$ cat config.mk
export PLATFORM = sky130hd
export DESIGN_NAME = motor_ramp
export DESIGN_NICKNAME = d
export VERILOG_FILES = /design/src/rtl/motor_ramp.sv
export SDC_FILE = /design/constraint.sdc
export NUM_CORES = 1
export LEC_CHECK = 0
export BUFFER_PORTS_ARGS = -buffer_cell sky130_fd_sc_hd__buf_2
export CORE_UTILIZATION = 42
export DETAILED_ROUTE_END_ITERATION = 16
export GPL_TIMING_DRIVEN = 1
export PLACE_DENSITY = 0.65
export SYNTH_ARGS = -nofsm -noshare
export SYNTH_HDL_FRONTEND = slang
export SYNTH_SLANG_ARGS = --single-unit
$ cat constraint.sdc
create_clock -name clk -period 6.45 [get_ports clk]
set_clock_uncertainty 0.05 [all_clocks]
set_input_delay 0.645 -clock clk [delete_from_list [all_inputs] [get_ports clk]]
set_output_delay 0.645 -clock clk [all_outputs]
set_load 0.05 [all_outputs]
$ cat src/rtl/motor_ramp.sv
// motor_ramp: command stage ahead of the dual-motor PWM driver.
// Latches target speed/direction words and slews each motor's duty toward its
// target by STEP every TICK_DIV clocks. A reversal always ramps through zero.
// Every tick that changes either motor emits one full word on the write channel.
// Optional feature: define RAMP_ESTOP_EN to add the estop input, which forces
// both duties to zero and emits an immediate write tagged 4'hE.
module motor_ramp #(
  parameter int PWM_W    = 11,
  parameter int TICK_DIV = 50000,
  parameter int STEP     = 64
) (
  input  logic                     clk,
  input  logic                     rst,
  input  logic [3:0]               cmd_ctrl,
  input  logic [2*(PWM_W+1)-1:0]   cmd_data,
  input  logic                     cmd_wr,
  output logic [3:0]               out_ctrl,
  output logic [2*(PWM_W+1)-1:0]   out_data,
  output logic                     out_wr,
`ifdef RAMP_ESTOP_EN
  input  logic                     estop,
`endif
  output logic                     busy
);

  // One motor field is {dir, pwm}; the packed word holds motor 2 above motor 1.
  localparam int MW    = PWM_W + 1;
  localparam int WW    = 2 * MW;
  localparam int CNT_W = (TICK_DIV > 2) ? $clog2(TICK_DIV) : 1;
  localparam logic [CNT_W-1:0] TICK_LAST = CNT_W'(TICK_DIV - 1);

  logic [CNT_W-1:0] tick_cnt;
  logic [WW-1:0]    cur_word;
  logic [WW-1:0]    tgt_word;
  logic [3:0]       tag;
  logic             tick;

  logic [WW-1:0]    nxt_word;
  logic [WW-1:0]    cur_after;
  logic [WW-1:0]    tgt_after;
  logic [WW-1:0]    data_after;
  logic [3:0]       ctrl_after;
  logic [3:0]       tag_after;
  logic             wr_after;
  logic [CNT_W-1:0] cnt_after;

  // One ramp step for a single motor field. The arithmetic is one bit wider
  // than the duty so differences and sums never wrap.
  function automatic logic [MW-1:0] step_motor(input logic [MW-1:0] cur,
                                               input logic [MW-1:0] tgt);
    logic             cd;
    logic             td;
    logic [PWM_W:0]   c;
    logic [PWM_W:0]   t;
    logic [PWM_W:0]   s;
    logic [PWM_W:0]   d;
    logic             nd;
    logic [PWM_W:0]   np;
    cd = cur[PWM_W];
    td = tgt[PWM_W];
    c  = {1'b0, cur[PWM_W-1:0]};
    t  = {1'b0, tgt[PWM_W-1:0]};
    s  = (PWM_W+1)'(STEP);
    d  = '0;
    nd = cd;
    np = c;
    if (cd != td) begin
      // Wrong direction: bleed duty to zero first, then flip the direction.
      if (c != '0) np = (c > s) ? (c - s) : '0;
      else         nd = td;
    end else if (c < t) begin
      d  = t - c;
      np = (d > s) ? (c + s) : t;
    end else if (c > t) begin
      d  = c - t;
      np = (d > s) ? (c - s) : t;
    end
    return {nd, np[PWM_W-1:0]};
  endfunction

`ifdef RAMP_ESTOP_EN
  logic estop_q;

  // Zero both duty fields of a packed word while keeping the direction bits.
  function automatic logic [WW-1:0] clear_pwm(input logic [WW-1:0] w);
    logic [WW-1:0] r;
    r = '0;
    r[PWM_W]      = w[PWM_W];
    r[MW + PWM_W] = w[MW + PWM_W];
    return r;
  endfunction
`endif

  assign tick = (tick_cnt == TICK_LAST);

  // Candidate next duty/direction for both motors, from pre-edge state.
  always_comb begin
    nxt_word = cur_word;
    for (int m = 0; m < 2; m++) begin
      nxt_word[m*MW +: MW] = step_motor(cur_word[m*MW +: MW], tgt_word[m*MW +: MW]);
    end
  end

  // Post-edge values of every register; estop overrides the normal path.
  always_comb begin
    cnt_after  = tick ? '0 : tick_cnt + 1'b1;
    cur_after  = tick ? nxt_word : cur_word;
    tgt_after  = cmd_wr ? cmd_data : tgt_word;
    tag_after  = cmd_wr ? cmd_ctrl : tag;
    wr_after   = tick && (nxt_word != cur_word);
    data_after = wr_after ? nxt_word : out_data;
    ctrl_after = wr_after ? tag_after : out_ctrl;
`ifdef RAMP_ESTOP_EN
    if (estop) begin
      cnt_after  = '0;
      cur_after  = clear_pwm(cur_word);
      tgt_after  = clear_pwm(tgt_word);
      tag_after  = tag;
      wr_after   = !estop_q;
      data_after = estop_q ? out_data : clear_pwm(cur_word);
      ctrl_after = estop_q ? out_ctrl : 4'hE;
    end
`endif
  end

  // State, output and busy registers with synchronous reset.
  always_ff @(posedge clk) begin
    if (rst) begin
      tick_cnt <= '0;
      cur_word <= '0;
      tgt_word <= '0;
      tag      <= '0;
      out_wr   <= 1'b0;
      out_data <= '0;
      out_ctrl <= '0;
      busy     <= 1'b0;
    end else begin
      tick_cnt <= cnt_after;
      cur_word <= cur_after;
      tgt_word <= tgt_after;
      tag      <= tag_after;
      out_wr   <= wr_after;
      out_data <= data_after;
      out_ctrl <= ctrl_after;
      busy     <= (cur_after != tgt_after);
    end
  end

`ifdef RAMP_ESTOP_EN
  // Remember the previous estop level so only its first cycle forces a write.
  always_ff @(posedge clk) begin
    if (rst) estop_q <= 1'b0;
    else     estop_q <= estop;
  end
`endif

endmodule

* Word level (Yosys, flattened, before mapping)
Index checks and enable logic that the tools add are counted.
Widths: inputs -> output; s select.
** Storage, ports and cells
- Bits in registers :: 98
- Input port bits :: 31
- Output and inout bits :: 30
- Word-level logic and storage cells :: 57
** Cells by class
- Add/subtract/negate cells :: 9
- Magnitude comparators :: 10
- Eq/ne operators :: 5
- Mux-type cells :: 21
- Reductions and logical operators :: 4
** Operators with widths (number)
- $mux 11 :: 14
- $gt 12x7->1 const B :: 4
- $mux 24 :: 2
- $ne 24x24->1 :: 2
- $sub 11x11->12 :: 4
- $add 11x7->11 const B :: 2
- $gt 11x11->1 :: 2
- $gt 11x7->1 const B :: 2
- $lt 11x11->1 :: 2
- $reduce_bool 11->1 :: 2
- $sub 11x7->11 const B :: 2
- $add 16x1->16 const B :: 1
- $eq 16x16->1 const B :: 1
- $mux 1 :: 4
- $mux 4 :: 1
- $ne 1x1->1 :: 2
- $reduce_or 2->1 :: 1
- $logic_and 1x1->1 :: 1

* Longest topological paths before layout
Gate-level depths: netlist of run 1.
- Depth after elaboration :: 8
- Mapped depth :: 19
- Mapped depth without buffers :: 15

* Worst setup path after synthesis of run 1
OpenSTA, ideal clock, no wires.
- Path kind :: flip-flop to flip-flop
- Start :: reg cur_word[19]
- End :: reg out_ctrl[0]
- Library setup time :: 123 ps
- Arrival time :: 4504 ps
- Required time :: 6277 ps
- Slack :: 1772 ps
- Cell stages (with the launch flop) :: 18
- Path buffers :: 4
- Clock period less this slack :: 4678 ps
- Cell sequence :: dfxtp_1 -> clkbuf_1 -> inv_1 -> ha_1 -> buf_2 -> buf_2 -> a21o_1 -> o31a_1 -> a2111o_1 -> and2b_2 -> nand2_4 -> nor4_1 -> nor4_1 -> nor3_1 -> nand4_1 -> o41ai_4 -> buf_6 -> mux2_1
** Between the ends
- Cells in the longest elaborated chain, start to end :: 8
- Elaborated cells on any way between the ends :: 21
- Classes of those cells :: add/sub (4); order compare (5); eq/ne (1); mux (9); reduce/logical (2)
** RTL lines
- start: declaration :: line 33 : logic [WW-1:0] cur_word;
- start signal: assignment :: line 139 : cur_word <= cur_after;
- $sub 11x11->12 :: line 75 : d = c - t;
- $gt 12x7->1 :: line 76 : np = (d > s) ? (c - s) : t;
- $mux 11 :: line 76
- $mux 11 :: line 74 : end else if (c > t) begin
- $mux 11 :: line 71 : end else if (c < t) begin
- $mux 11 :: line 67 : if (cd != td) begin
- $ne 24x24->1 * :: line 110 : wr_after = tick && (nxt_word != cur_word);
- $logic_and 1x1->1 * :: line 110
- end signal: assignment :: line 144 : out_ctrl <= ctrl_after;
- end: declaration :: line 17 : output logic [3:0] out_ctrl,
Mark *: on every way between the ends. The rest lies on a longest branch, timed or not.
A chain may end at the register's enable or synchronous reset.

* Final worst setup path of run 1
- Start :: reg cur_word[6]
- End :: reg out_data[5]
** Between the ends
- Cells in the longest elaborated chain, start to end :: 8
- Elaborated cells on any way between the ends :: 21
- Classes of those cells :: add/sub (4); order compare (5); eq/ne (1); mux (9); reduce/logical (2)
** RTL lines
- $sub 11x11->12 :: line 75
- $gt 12x7->1 :: line 76
- $mux 11 :: line 76
- $mux 11 :: line 74
- $mux 11 :: line 71
- $mux 11 :: line 67
- $ne 24x24->1 :: line 110
- $logic_and 1x1->1 :: line 110
- end signal: assignment :: line 143 : out_data <= data_after;
- end: declaration :: line 18 : output logic [2*(PWM_W+1)-1:0] out_data,
Several ways; a longest one is shown, not always the timed one.

==> results of run 1 <==
[stage by stage]
| step | util [%] | instance area (um^2) |
|---|---|---|
| final | 46.51 | 10600 |
| after global routing | 46.51 | 10600 |
| after CTS | 46.51 | 10600 |
| after detailed placement | 45.21 | 10300 |
| after global placement | 45.21 | 10300 |
| after floorplan | - | 9829 |
[registers in the layout, indices dropped and copies added (netlist names)]
register	flops
cur_word	24
out_data	24
tgt_word	24
tick_cnt	16
out_ctrl	4
tag	4
busy	1
out_wr	1
[power by group through the flow]
stage	combinational (W)	clock [W]	sequential, W
3_3_place_gp	0.000518	0	0.000648
3_5_place_dp	0.000516	0	0.000648
2_1_floorplan	0.000387	0	0.000641
6_report	0.000535	0.000550	0.000635
5_1_grt	0.000576	0.000583	0.000637
4_1_cts	0.000519	0.000563	0.000634
[critical path: stages (launching register included)]
cell,delay (ps)
dfxtp_1,620
inv_1,200
ha_1,620
nand2_1,230
a2111oi_1,580
nor2_1,170
o21ai_2,560
nor3_2,210
nor2_1,550
o22ai_1,200
nor4_1,310
nand4b_1,190
o41ai_4,340
buf_4,420
mux2_2,390
[layout make-up]
type                       count  area share [%]
multi-input combinational   1085           68.49
sequential                    98           18.52
timing repair buffer          79           4.180
tap                          313           3.696
inverter                      65           2.303
clock buffer                  10           2.256
clock inverter                 6          0.5550
[kinds of logic after synthesis]
group,after synthesis
AOI/OAI and AO/OA,401
xor gates and xnor gates,56
DFF,98
muxes,63
adders and majority gates,55
buffers and inverters,148
and+or+nand+nor,510
[final timing paths]
kind / startpoint / to / slack (ps)
setup / recovery: cur_word[6]$_SDFF_PP0_ / out_data[5]$_SDFFE_PP0P_ / 650
setup reg to reg: cur_word[6]$_SDFF_PP0_ / out_data[5]$_SDFFE_PP0P_ / 650
hold reg to reg: tick_cnt[0]$_SDFF_PP0_ / tick_cnt[0]$_SDFF_PP0_ / 410
hold / removal: tick_cnt[0]$_SDFF_PP0_ / tick_cnt[0]$_SDFF_PP0_ / 410
[per-layer routing]
metal	wire length, um	part of all wire [%]
met3	3564	11
met2	14360	43
met5	13	0.039
met1	14890	44
met4	757	2.3
[cell usage in the layout (no fill, tap or decap), drive strengths merged, types with 10 or more instances in the layout]
cell type and n:
a211oi 18, a21boi 11, a21o 21, a21oi 83, a22oi 16, a31oi 20, and2 13, and3 22
buf 79, clkbuf 10, dfxtp 98, ha 53, inv 66, mux2 23, mux2i 40, nand2 106
nand2b 12, nand3 51, nand4 16, nor2 146, nor2b 34, nor3 39, nor4 16, o2111ai 10
o211ai 18, o21ai 75, o22ai 15, o31ai 12, or2 13, or3 13, xnor2 38, xor2 18
==> run_results.csv, run 1 <==
group,metric,value,unit
critical_path,critPathLaunchType,"flop",
final_layout,regArea,1962,um^2
critical_path,crit_required,6640,ps
cts,clk_latency,360,ps
synth,synth_edf_count,0,
global_routing,grt-ovfl-total,0,
route,wire_per_inst,20.28,um
sta,period_share,89.90,%
pwr,peakVddDrop,171.1,uV
cts,cts_tree,"yes",
min_path,hold_class,"flop to flop",
critical_path,end_kind,"flop",
synth,syn-num-nets,1417,
final_layout,drive_above_1_share,11.32,%
final_layout,diodes,0,
place,placedCellCount,1640,
place,hpwl,25710,um
synth,synth_top_family_by_area,"compound AO/OA/AOI/OAI gates",
route,vias_per_cell,6.363,
cts,cts_setup_buffers,0,
global_routing,antenna_found_initial,2,
final_layout,multiInputGateArea,7257,um^2
synth,async_flop_share,0,%
sta,worst_slew_pin_slew,925.9,ps
synth,postSynthAreaPerCell,7.385,um^2
critical_path,reg2reg_depth,14,
cts,cts-root-buf,"clkbuf_16",
sta,finalCriticalPeriod,5799,ps
synth,netlist_top_cells_area,"dfxtp_1, ha_1, nor2_1, a21oi_1, mux2i_1",
pwr,internal-power,0.001085,W
synth,synth_xor_area_share,4.990,%
synth,synthSimpleGateAreaFrac,26.11,%
pwr,swShare,36.90,%
pwr,leakage,4.245,nW
sta,whs,405.9,ps
sta,setup_ws,651.4,ps
cts,cts_resized,0,
cts,clkTransAtPathRegs,80,ps
route,dr.pass1.iters,6,
sta,setup_viol,0,
critical_path,crit_arrival,5990,ps
critical_path,worstSetupPathType,"flop to flop",
place,io_buffers,60,
floorplan,dieArea,24020,um^2
pwr,p_clk_share,32.0,%
route,totalWireLength,33590,um
outcome,outcome,"finished clean",
min_path,holdPathStages,1,
pwr,p_per_area,162.3,nW/um^2
sta,max_freq,0.1725,GHz
synth,ys_ff_latch,98,
route,drc_errors,0,
route,dr_total_vias,10540,
sta,drv_slew,0,
floorplan,die_w,155.0,um
synth,synthMuxAreaShare,6.708,%
global_routing,use_met2,42.84,%
sta,maxSlewHeadroom,38.27,%
final_layout,layout.nets,1424,
pwr,p_seq_share,36.9,%
critical_path,cp_max_fo,28,
pwr,p_sw,0.0006346,W
place,dpl_worst_slack,843.5,ps
floorplan,rows,55,
global_routing,grt_first_pass_wirelength,53340,um
floorplan,ioPinCount,61,
global_routing,grt_max_degree,53,
synth,netlist_instances,1331,
synth,synth_commonest_cells,"nor2_1, nand2_1, dfxtp_1",
route,antenna_left,0,
synth,ys.flop_type,"dfxtp_1",
synth,ys_types,97,
pwr,power_frac_comb,31.1,%
route,dr.first_iter.drc_count,1113,
sta,tns,0,ps
final_layout,finalNonFillerCells,1656,
floorplan,initial_core_util,43.15,%
synth,yosysSeqAreaShare,19.96,%
sta,hold_violations,0,
synth,yosys.cell_count.top_type,"nor2_1",
cts,cts_sinks,98,
cts,cts_buffer_depth,2,
place,gp_routability_congestion,1.016,
global_routing,grt_use_total,27.92,%
global_routing,busiest_layer,"met2",
final_layout,fillers,2328,
synth,synthAdderAreaFrac,7.154,%
sta,rsz0062_at_grt,"no",
floorplan,die_y,155.0,um
pwr,power,0.001720,W
job,cap_violations,0,
synth,syn_area,9829,um^2
cts,htree_levels,3,
synth,yosysWarnings,0,
synth,yosys.area.top_type,"dfxtp_1",
cts,hold_buffers,0,
synth,synth_top_cell_area_share,19.96,%
global_routing,use_met3,5.042,%
synth,synth_compound_area_share,28.87,%
global_routing,grt_pass1_vias,9575,
global_routing,grt_use_met1,40.00,%
final_layout,syn_to_final_growth,7.791,%
cts,cts_made_buffers,9,
floorplan,fp.coreArea,22780,um^2
Power figures use the tool's default switching activity.
==> run 2, diff against run 1 <==
--- a/config.mk
+++ b/config.mk
@@ -5,7 +5,9 @@
 export SDC_FILE = /design/constraint.sdc
 export NUM_CORES = 1
 export LEC_CHECK = 0
+export ABC_AREA = 1
 export BUFFER_PORTS_ARGS = -buffer_cell sky130_fd_sc_hd__buf_2
+export CORE_MARGIN = 1.5
 export CORE_UTILIZATION = 42
 export DETAILED_ROUTE_END_ITERATION = 16
 export GPL_TIMING_DRIVEN = 1
==> run_results.csv, run 2 <==
group,metric,value,unit
synth,async_flop_share,0,%
cts,cts_resized,0,
place,io_buffers,60,
route,dr.pass1.iters,6,
cts,cts_setup_buffers,0,
synth,syn-num-nets,1652,
critical_path,end_kind,"flop",
floorplan,fp.coreArea,20960,um^2
critical_path,crit_required,6660,ps
route,dr.first_iter.drc_count,989,
critical_path,reg2reg_depth,25,
synth,synth_edf_count,0,
place,postPlaceCellArea,9388,um^2
floorplan,die_y,149.1,um
synth,syn_area,8960,um^2
synth,ys.flop_type,"dfxtp_1",
critical_path,crit_cells,25,
pwr,swShare,36.92,%
cts,clkTransAtPathRegs,80,ps
final_layout,diodes,0,
cts,cts_sinks,98,
cts,cts_tree,"yes",
final_layout,postLayoutCellArea,9683,um^2
place,hpwl,21960,um
route,drc_errors,0,
floorplan,dieArea,22220,um^2
final_layout,layout.nets,1673,
job,cap_violations,0,
pwr,p_per_area,169.2,nW/um^2
final_layout,final_cell_mix,"nand2_1, inv_1, nor2_1, nand3_1, dfxtp_1",
outcome,outcome,"finished clean",
sta,rsz0062_at_grt,"no",
pwr,internal-power,0.001034,W
critical_path,worstSetupPathType,"flop to flop",
min_path,holdPathStages,1,
sta,finalCriticalPeriod,5277,ps
floorplan,ioPinCount,61,
critical_path,path_delay_family,"simple AND/OR/NAND/NOR gates",
synth,netlist_instances,1566,
cts,clk_latency,360,ps
critical_path,crit_arrival,5490,ps
global_routing,grt_pass1_vias,8792,
global_routing,grt_first_pass_wirelength,45770,um
route,totalWireLength,28370,um
synth,netlist_top_cells_area,"dfxtp_1, nand2_1, nand3_1, inv_1, nor2_1",
route,wire_per_inst,15.20,um
sta,max_freq,0.1895,GHz
synth,yosys.cell_count.top_type,"nand2_1",
critical_path,slowest_stage,"dfxtp_1",
synth,synth_top_cell_area_share,21.90,%
synth,yosysWarnings,0,
global_routing,grt-ovfl-total,0,
sta,hold_violations,0,
critical_path,critPathMaxStageDelay,560,ps
critical_path,critPathLaunchType,"flop",
cts,cts-root-buf,"clkbuf_16",
route,dr_total_vias,9859,
critical_path,cp_common_cell,"nand2_1",
synth,postSynthAreaPerCell,5.721,um^2
final_layout,reg_top3,"cur_word: 24 flops, out_data: 24 flops, tgt_word: 24 flops",
synth,yosys.area.top_type,"dfxtp_1",
critical_path,cp_max_fo,45,
route,antenna_left,0,
route,vias_per_cell,5.281,
sta,setup_viol,0,
sta,maxSlewHeadroom,34.36,%
global_routing,grt_use_total,25.81,%
synth,ys_ff_latch,98,
floorplan,rows,53,
sta,period_share,81.81,%
floorplan,die_w,149.1,um
final_layout,drive_above_1_share,7.663,%
cts,cts_buffer_depth,2,
place,gp_routability_congestion,0.9913,
pwr,leakage,5.161,nW
min_path,hold_class,"flop to flop",
pwr,power_frac_comb,27.6,%
cts,htree_levels,3,
sta,tns,0,ps
pwr,p_seq_share,38.6,%
sta,worst_slew_pin_slew,977.6,ps
floorplan,initial_core_util,42.76,%
pwr,p_sw,0.0006048,W
global_routing,grt_max_degree,60,
final_layout,syn_to_final_growth,8.072,%
synth,synth_commonest_cells,"nand2_1, inv_1, nor2_1",
cts,hold_buffers,0,
final_layout,final_common_cell,"nand2_1",
synth,ys_types,41,
synth,yosysSeqAreaShare,21.90,%
pwr,p_clk_share,33.8,%
cts,cts_made_buffers,9,
pwr,peakVddDrop,151.0,uV
sta,drv_slew,0,
global_routing,antenna_found_initial,0,
critical_path,worst-path-buf-inv,2,
[run 2: cell count changes after synthesis, sizes merged, moves of 22 or more]
cell,before,now
clkbuf,55,25
and3,22,0
nor2b,34,0
nand3,51,192
mux2i,40,6
inv,64,214
xnor2,38,3
nor3,39,13
mux2,23,0
nand2,106,475
nor2,146,210
nand3b,3,29
[run 2: final cells by class]
class / instances / area, um^2
Tap cell: 275 / 344.1
Clock inverter: 7 / 70.07
Sequential cell: 98 / 1962
Timing Repair Buffer: 65 / 337.8
Multi-Input combinational cell: 1197 / 5933
Fill cell: 2304 / 11270
Inverter: 216 / 810.8
Clock buffer: 9 / 225.2
[run 2: layer usage]
metal | global-route usage [%] | vias up | routed length (um) | share of wire (%)
met1 | 37.89 | 4416 | 13660 | 48
li1 | - | 5023 | - | -
met3 | 4.373 | 35 | 2182 | 7.7
met2 | 38.84 | 385 | 11970 | 42
met5 | 0 | - | 0 | 0
met4 | 6.436 | 0 | 557 | 2.0
[run 2: power groups by stage]
stage               sequential, W  clock (W)  combinational (W)
finish                   0.000633   0.000553           0.000452
global route             0.000635   0.000587           0.000510
CTS                      0.000632   0.000565           0.000446
detailed placement       0.000647          0           0.000444
global placement         0.000647          0           0.000443
floorplan                0.000642          0           0.000338
[run 2: final timing paths]
| check | start | end | slack (ps) |
|---|---|---|---|
| setup / recovery | cur_word[6]$_SDFF_PP0_ | out_data[11]$_SDFFE_PP0P_ | 1170 |
| hold / removal | tick_cnt[0]$_SDFF_PP0_ | tick_cnt[0]$_SDFF_PP0_ | 410 |
| setup reg to reg | cur_word[6]$_SDFF_PP0_ | out_data[11]$_SDFFE_PP0P_ | 1170 |
| hold reg to reg | tick_cnt[0]$_SDFF_PP0_ | tick_cnt[0]$_SDFF_PP0_ | 410 |
[run 2: stage by stage]
stage	power [W]	hold WS [ps]	utilization, %	instances	setup WS [ps]
4_1_cts	0.001643	408.2	46.21	1867	1261
5_1_grt	0.001732	437.2	46.21	1867	684.5
3_5_place_dp	0.001091	395.1	44.80	1851	1298
6_report	0.001638	406.9	46.21	1867	1173
2_1_floorplan	0.0009794	367.5	-	1566	3077
3_3_place_gp	0.001090	380.2	44.80	1851	1259
[run 2: logic make-up (layout without fill, tap and decap cells)]
kind of cell	after synthesis	after routing	share of synthesized area, %
flip-flops	98	98	21.90
XOR/XNOR	18	18	1.760
multiplexers	6	6	0.6703
adder cells (fa/ha/maj)	55	55	7.848
buffers and inverters	271	297	12.01
AND/OR/NAND/NOR	952	952	45.82
AO/OA/AOI/OAI	166	166	9.999
[run 2: worst reg2reg max path, cell delays in order (launching register included)]
cell     delay [ps]
dfxtp_1         560
inv_1           300
ha_1            560
nand2_2         140
nor2_1          200
nand2_1         100
nand2_1          80
nand2_1          50
nand2_1         370
nand2_1         170
inv_1           330
nand2_1         280
nand2_1         130
nand3_1          70
nand2_1         100
nand2_1         120
nand2_1         110
nand2_1          60
nor2_1          120
nand2_1          80
nor2_2          150
nand3_4         410
nand2_2         390
nor2_1          110
nand2_1          90
nand2_1          50
